File: config.mk
export PLATFORM = sky130hd
export DESIGN_NAME = instr_stat_flat
export DESIGN_NICKNAME = d
export VERILOG_FILES = /design/src/rtl/instr_stat_pkg.sv /design/src/rtl/instr_stat_if.sv /design/src/rtl/instr_stat_field.sv /design/src/rtl/instr_stat.sv /design/src/flat_wrapper.sv
export SDC_FILE = /design/constraint.sdc
export NUM_CORES = 1
export LEC_CHECK = 0
export ABC_AREA = 1
export CAP_MARGIN = 20
export CORE_UTILIZATION = 50
export DETAILED_ROUTE_END_ITERATION = 10
export PLACE_DENSITY = 0.83
export SLEW_MARGIN = 40
export SYNTH_ARGS = -nofsm -noshare
export SYNTH_HDL_FRONTEND = slang
export SYNTH_SLANG_ARGS = --single-unit
File: constraint.sdc
create_clock -name clk -period 2.7 [get_ports clk]
set_input_delay 0.27 -clock clk [delete_from_list [all_inputs] [get_ports clk]]
set_output_delay 0.27 -clock clk [all_outputs]
set_load 0.01 [all_outputs]
File: src/rtl/instr_stat_pkg.sv
// Shared types, default geometry and counter sizing for the bit-serial L/F instruction staticisor.
package instr_stat_pkg;

  typedef enum logic {StIdle, StShift} state_e;

  localparam int unsigned DefWordBits = 32;
  localparam int unsigned DefLBits    = 5;
  localparam int unsigned DefLLsb     = 0;
  localparam int unsigned DefFBits    = 3;
  localparam int unsigned DefFLsb     = 13;

  // Digit counter width; never narrower than one bit.
  function automatic int unsigned cnt_width(input int unsigned word_bits);
    return (word_bits > 1) ? $clog2(word_bits) : 1;
  endfunction

endpackage

File: src/rtl/instr_stat_if.sv
// Store-side bus of the staticisor: serial digit stream, halt/manual controls, static L/F levels.
interface instr_stat_if #(
  parameter int unsigned L_BITS = 5,
  parameter int unsigned F_BITS = 3
) ();
  logic              beat_start;
  logic              digit;
  logic              scan;
  logic              ha;
  logic              man_en;
  logic [L_BITS-1:0] man_l;
  logic [F_BITS-1:0] man_f;
  logic [L_BITS-1:0] l1;
  logic [L_BITS-1:0] l0;
  logic [F_BITS-1:0] f1;
  logic [F_BITS-1:0] f0;
  logic              valid;
  logic              busy;
  logic              err;

  modport master (
    output beat_start, digit, scan, ha, man_en, man_l, man_f,
    input  l1, l0, f1, f0, valid, busy, err
  );

  modport slave (
    input  beat_start, digit, scan, ha, man_en, man_l, man_f,
    output l1, l0, f1, f0, valid, busy, err
  );
endinterface

File: src/rtl/instr_stat_field.sv
// One staticised field: shadow register filled from the digit stream plus the static output register.
module instr_stat_field #(
  parameter int unsigned BITS = 5,
  parameter int unsigned LSB  = 0,
  parameter int unsigned CW   = 5
) (
  input  logic            clk_i,
  input  logic            rst_i,
  input  logic            clr_i,
  input  logic            we_i,
  input  logic [CW-1:0]   idx_i,
  input  logic            digit_i,
  input  logic            commit_i,
  input  logic            load_i,
  input  logic [BITS-1:0] load_val_i,
  output logic [BITS-1:0] q_o
);

  logic [BITS-1:0] shadow_d, shadow_q;
  logic [BITS-1:0] out_d, out_q;

  always_comb begin
    shadow_d = clr_i ? '0 : shadow_q;
    for (int i = 0; i < int'(BITS); i++) begin
      if (we_i && (idx_i == CW'(LSB + i))) shadow_d[i] = digit_i;
    end
    out_d = out_q;
    // Commit takes shadow_d so a field ending on the last digit of the word is complete.
    if (commit_i)    out_d = shadow_d;
    else if (load_i) out_d = load_val_i;
  end

  always_ff @(posedge clk_i) begin
    if (rst_i) begin
      shadow_q <= '0;
      out_q    <= '0;
    end else begin
      shadow_q <= shadow_d;
      out_q    <= out_d;
    end
  end

  assign q_o = out_q;

endmodule

File: src/rtl/instr_stat.sv
// Bit-serial L/F instruction staticiser with halt abort and overrun detection.
// Optional manual load path enabled by defining INSTR_STAT_MANUAL_EN.
module instr_stat
  import instr_stat_pkg::*;
#(
  parameter int unsigned WORD_BITS = DefWordBits,
  parameter int unsigned L_BITS    = DefLBits,
  parameter int unsigned L_LSB     = DefLLsb,
  parameter int unsigned F_BITS    = DefFBits,
  parameter int unsigned F_LSB     = DefFLsb
) (
  input logic         clk,
  input logic         rst,
  instr_stat_if.slave bus
);

  localparam int unsigned CW = cnt_width(WORD_BITS);

`ifdef INSTR_STAT_MANUAL_EN
  localparam bit ManualEn = 1'b1;
`else
  localparam bit ManualEn = 1'b0;
`endif

  if (L_LSB + L_BITS > WORD_BITS) begin : g_l_range
    $error("instr_stat: L field lies outside the word");
  end
  if (F_LSB + F_BITS > WORD_BITS) begin : g_f_range
    $error("instr_stat: F field lies outside the word");
  end
  if ((L_LSB < F_LSB + F_BITS) && (F_LSB < L_LSB + L_BITS)) begin : g_overlap
    $error("instr_stat: L and F fields overlap");
  end

  state_e        state_d, state_q;
  logic [CW-1:0] cnt_d, cnt_q;
  logic          valid_d, valid_q;
  logic          err_d, err_q;
  logic          we, clr, commit, man_load;
  logic [CW-1:0] idx;
  logic          man_req;

  assign man_req = ManualEn & bus.man_en & bus.ha;

  always_comb begin
    state_d  = state_q;
    cnt_d    = cnt_q;
    valid_d  = 1'b0;
    err_d    = 1'b0;
    we       = 1'b0;
    clr      = 1'b0;
    commit   = 1'b0;
    man_load = 1'b0;
    idx      = cnt_q;
    unique case (state_q)
      StIdle: begin
        if (bus.beat_start && bus.scan && !bus.ha) begin
          clr     = 1'b1;
          we      = 1'b1;
          idx     = '0;
          cnt_d   = CW'(1);
          state_d = StShift;
        end else if (man_req) begin
          man_load = 1'b1;
          valid_d  = 1'b1;
        end
      end
      StShift: begin
        if (bus.beat_start) begin
          // Early beat: previous word is lost, the new one may restart immediately.
          err_d = 1'b1;
          clr   = 1'b1;
          if (bus.scan && !bus.ha) begin
            we    = 1'b1;
            idx   = '0;
            cnt_d = CW'(1);
          end else begin
            cnt_d   = '0;
            state_d = StIdle;
          end
        end else if (bus.ha) begin
          cnt_d   = '0;
          state_d = StIdle;
        end else begin
          we    = 1'b1;
          cnt_d = cnt_q + CW'(1);
          if (cnt_q == CW'(WORD_BITS - 1)) begin
            commit  = 1'b1;
            valid_d = 1'b1;
            cnt_d   = '0;
            state_d = StIdle;
          end
        end
      end
      default: begin
        state_d = StIdle;
        cnt_d   = '0;
      end
    endcase
  end

  always_ff @(posedge clk) begin
    if (rst) begin
      state_q <= StIdle;
      cnt_q   <= '0;
      valid_q <= 1'b0;
      err_q   <= 1'b0;
    end else begin
      state_q <= state_d;
      cnt_q   <= cnt_d;
      valid_q <= valid_d;
      err_q   <= err_d;
    end
  end

  logic [L_BITS-1:0] l_q;
  logic [F_BITS-1:0] f_q;

  instr_stat_field #(
    .BITS (L_BITS),
    .LSB  (L_LSB),
    .CW   (CW)
  ) u_l_field (
    .clk_i      (clk),
    .rst_i      (rst),
    .clr_i      (clr),
    .we_i       (we),
    .idx_i      (idx),
    .digit_i    (bus.digit),
    .commit_i   (commit),
    .load_i     (man_load),
    .load_val_i (bus.man_l),
    .q_o        (l_q)
  );

  instr_stat_field #(
    .BITS (F_BITS),
    .LSB  (F_LSB),
    .CW   (CW)
  ) u_f_field (
    .clk_i      (clk),
    .rst_i      (rst),
    .clr_i      (clr),
    .we_i       (we),
    .idx_i      (idx),
    .digit_i    (bus.digit),
    .commit_i   (commit),
    .load_i     (man_load),
    .load_val_i (bus.man_f),
    .q_o        (f_q)
  );

  assign bus.l1    = l_q;
  assign bus.l0    = ~l_q;
  assign bus.f1    = f_q;
  assign bus.f0    = ~f_q;
  assign bus.valid = valid_q;
  assign bus.busy  = (state_q == StShift);
  assign bus.err   = err_q;

endmodule
File: src/flat_wrapper.sv
// flat-port wrapper written by rule: the top's interface ports become plain ports
module instr_stat_flat import instr_stat_pkg::*;
#(
  parameter int unsigned WORD_BITS = DefWordBits,
  parameter int unsigned L_BITS    = DefLBits,
  parameter int unsigned L_LSB     = DefLLsb,
  parameter int unsigned F_BITS    = DefFBits,
  parameter int unsigned F_LSB     = DefFLsb
)
  (clk, rst, bus_beat_start, bus_digit, bus_scan, bus_ha, bus_man_en, bus_man_l, bus_man_f, bus_l1, bus_l0, bus_f1, bus_f0, bus_valid, bus_busy, bus_err);
  instr_stat_if #(.L_BITS(L_BITS), .F_BITS(F_BITS)) bus_i ();
  input logic clk;
  input logic rst;
  input wire logic [$bits(bus_i.beat_start)-1:0] bus_beat_start;
  input wire logic [$bits(bus_i.digit)-1:0] bus_digit;
  input wire logic [$bits(bus_i.scan)-1:0] bus_scan;
  input wire logic [$bits(bus_i.ha)-1:0] bus_ha;
  input wire logic [$bits(bus_i.man_en)-1:0] bus_man_en;
  input wire logic [$bits(bus_i.man_l)-1:0] bus_man_l;
  input wire logic [$bits(bus_i.man_f)-1:0] bus_man_f;
  output wire logic [$bits(bus_i.l1)-1:0] bus_l1;
  output wire logic [$bits(bus_i.l0)-1:0] bus_l0;
  output wire logic [$bits(bus_i.f1)-1:0] bus_f1;
  output wire logic [$bits(bus_i.f0)-1:0] bus_f0;
  output wire logic [$bits(bus_i.valid)-1:0] bus_valid;
  output wire logic [$bits(bus_i.busy)-1:0] bus_busy;
  output wire logic [$bits(bus_i.err)-1:0] bus_err;
  assign bus_i.beat_start = bus_beat_start;
  assign bus_i.digit = bus_digit;
  assign bus_i.scan = bus_scan;
  assign bus_i.ha = bus_ha;
  assign bus_i.man_en = bus_man_en;
  assign bus_i.man_l = bus_man_l;
  assign bus_i.man_f = bus_man_f;
  assign bus_l1 = bus_i.l1;
  assign bus_l0 = bus_i.l0;
  assign bus_f1 = bus_i.f1;
  assign bus_f0 = bus_i.f0;
  assign bus_valid = bus_i.valid;
  assign bus_busy = bus_i.busy;
  assign bus_err = bus_i.err;
  instr_stat #(.WORD_BITS(WORD_BITS), .L_BITS(L_BITS), .L_LSB(L_LSB), .F_BITS(F_BITS), .F_LSB(F_LSB)) u_core (.clk(clk), .rst(rst), .bus(bus_i));
endmodule
==> flow_summary.toml <==
[run_status]
status = "complete, no violations"

[sta]
setup_tns_ns = 0
tightest_slew_ns = 0.3917
slew_headroom_pct = 73.61
fin_skew_ns = 0.008011
post-route-period-util_pct = 69.62
fin_crit_ns = 1.880
drv_slew = 0
hold_violations = 0
setup_ws_ns = 0.8201
setup_viol = 0
grt_setup_unrepaired = "false"
max_freq_mhz = 532.0

[die]
rows = 17
die_h_um = 50.86
start_util_pct = 53.45
die-area_um2 = 2587
die_x_um = 50.86
pin_count = 34
coreArea_um2 = 2233

[final_layout]
ff_latch_area_um2 = 480.5
nets = 226
final_cell_mix = "nand2_1 (42), inv_1 (36), clkdlybuf4s50_1 (24), dfxtp_1 (24), a21oi_1 (19)"
diodes = 0
final_layout_size_suffix_gt1_share_pct = 7.212
mostFrequentLayoutCell = "nand2_1"
fin_cells = 236
multi_input_comb_area_um2 = 559.3
fill_cells = 195
area.growth.synth_to_final_pct = 27.46
fin_area_um2 = 1521
utilization_pct = 68.12

[logic_synthesis]
yosys-top-cells-area = "dfxtp_1 (40%), nand2_1 (13%), inv_1 (11%)"
ys_seq_elements = 24
yosysTopAreaCell = "dfxtp_1"
synth_top_area_share_pct = 40.25
syn_nets = 198
synthesis.area_um2 = 1194
postSynthAreaPerCell_um2 = 6.595
synth_cell_type_count = 17
postSynthCellCount = 181
seq_area_frac_synth_pct = 40.25
yosysWarnings = 0

[global_route]
grt_max_degree = 21
overflow = 0
grt_pass1_wl_um = 4264
grt_use_met2_pct = 41.78
use_met3_pct = 3.869
grt_use_met1_pct = 23.79
gr-usage-all-layers_pct = 22.06
grt_pass1_vias = 1075
grt_antenna_before_repair = 0
grt_busiest_layer = "met2"

[worst_setup_path]
critical_path_class = "flip-flop to flip-flop"
cp_max_fo = 11
crit_arrival_ns = 2.16
required_ns = 2.98
cp-start-kind = "flip-flop"
end_kind = "flip-flop"

[clocking]
cts_buffers = 3
ctsHtreeMaxLevel = 1
cts_tree = "yes"
clkSinkCount = 24
clkTransAtPathRegs_ns = 0.14
clkLatencyLatePin_ns = 0.32
cts_root_buffer = "clkbuf_4"
cts.path.max_buffers = 2
holdBufCountCts = 0
cts_resized = 0
post_cts_buffers = 0

[power]
cellLeakagePower_nw = 0.6215
p_per_area_nw_per_um2 = 434.6
vdd_ir_drop_max_mv = 0.3095

[detailed_routing]
ant_nets = 0
wl_per_cell_um = 10.81
firstDrtPassIters = 4
first_iter_violations = 28
drc = 0
viasPerCell = 5.021
drt-total-wl_um = 2551
vias = 1185

[placed_design]
place_inst = 232
gp_congestion = 0.8485
place_ws_ns = 0.8313
dp_hpwl_um = 1897
port_buffers = 24
placed_cell_area_um2 = 1469

[hold_path]
hp-class = "flip-flop to flip-flop"

[job]
maxCapViolCount = 0
-- critical path: stages (launching register included) --
cell	delay, ns
dfxtp_1	0.46
ha_1	0.21
inv_1	0.06
nor3_1	0.18
ha_1	0.18
inv_1	0.05
nor2_1	0.09
buf_4	0.18
inv_1	0.14
a21oi_1	0.17
nand2_1	0.08
inv_1	0.04
-- worst paths after layout --
check / from / end / slack, ns / cells past startpoint
worst max-delay path: u_core.cnt_q[1] / u_core.u_l_field.q_o[0] / 0.82 / 11
worst min-delay path: u_core.cnt_q[2] / u_core.cnt_q[2] / 0.53 / 2
worst max register to register: u_core.cnt_q[1] / u_core.u_l_field.q_o[0] / 0.82 / 11
worst min register to register: u_core.cnt_q[2] / u_core.cnt_q[2] / 0.53 / 2
-- cell families after synthesis --
logic type / count (synthesis) / share of synthesized area (%)
fa+ha+maj: 2 / 2.096
simple gates: 91 / 34.70
compound gates: 24 / 10.06
buf+inv: 40 / 12.89
flops: 24 / 40.25
-- stage by stage --
stage | hold slack (ns) | power (mW)
global route | 0.5492 | 0.6817
detailed placement | 0.4945 | 0.4060
finish | 0.5251 | 0.6612
global placement | 0.4734 | 0.4048
floorplan | 0.4071 | 0.3875
CTS | 0.5218 | 0.6655
-- Yosys cell counts --
library cell,count
nor2_2,5
nand3_1,15
a21oi_1,19
nand3_4,1
nor3_2,1
clkbuf_1,2
inv_2,1
nand2_1,42
ha_1,2
nand4_1,4
dfxtp_1,24
nand3_2,1
buf_4,1
o21ai_0,5
nor2_1,18
nor3_1,4
inv_1,36
-- sequential cells by signal (all words and copies together), names as in the netlist --
signal	count
u_core.bus.busy	1
u_core.bus.err	1
u_core.u_f_field.q_o	3
u_core.cnt_q	5
u_core.bus.valid	1
u_core.u_f_field.shadow_q	3
u_core.u_l_field.shadow_q	5
u_core.u_l_field.q_o	5
-- per-layer routing --
metal  share of wire (%)  vias up
met5                   0        -
met4                 1.6        0
met3                 4.3        7
met2                  50       36
met1                  44      523
li1                    -      619
-- layout make-up --
class,instances,area share [%]
multi-input cells,117,36.76
flip-flops and latches,24,31.58
repair buffers,26,16.78
inverters,37,9.128
well taps,28,2.303
clock inverters,1,1.974
clock buffers,3,1.480
-- report_power, final --
| part | total, mW | switching, mW | leakage (nW) | internal, mW |
|---|---|---|---|---|
| Sequential | 0.359 | 0.00281 | 0.194 | 0.356 |
| Clock | 0.263 | 0.113 | 0.0279 | 0.150 |
| Combinational | 0.0394 | 0.0246 | 0.400 | 0.0148 |
(Power assumes the default switching activity.)
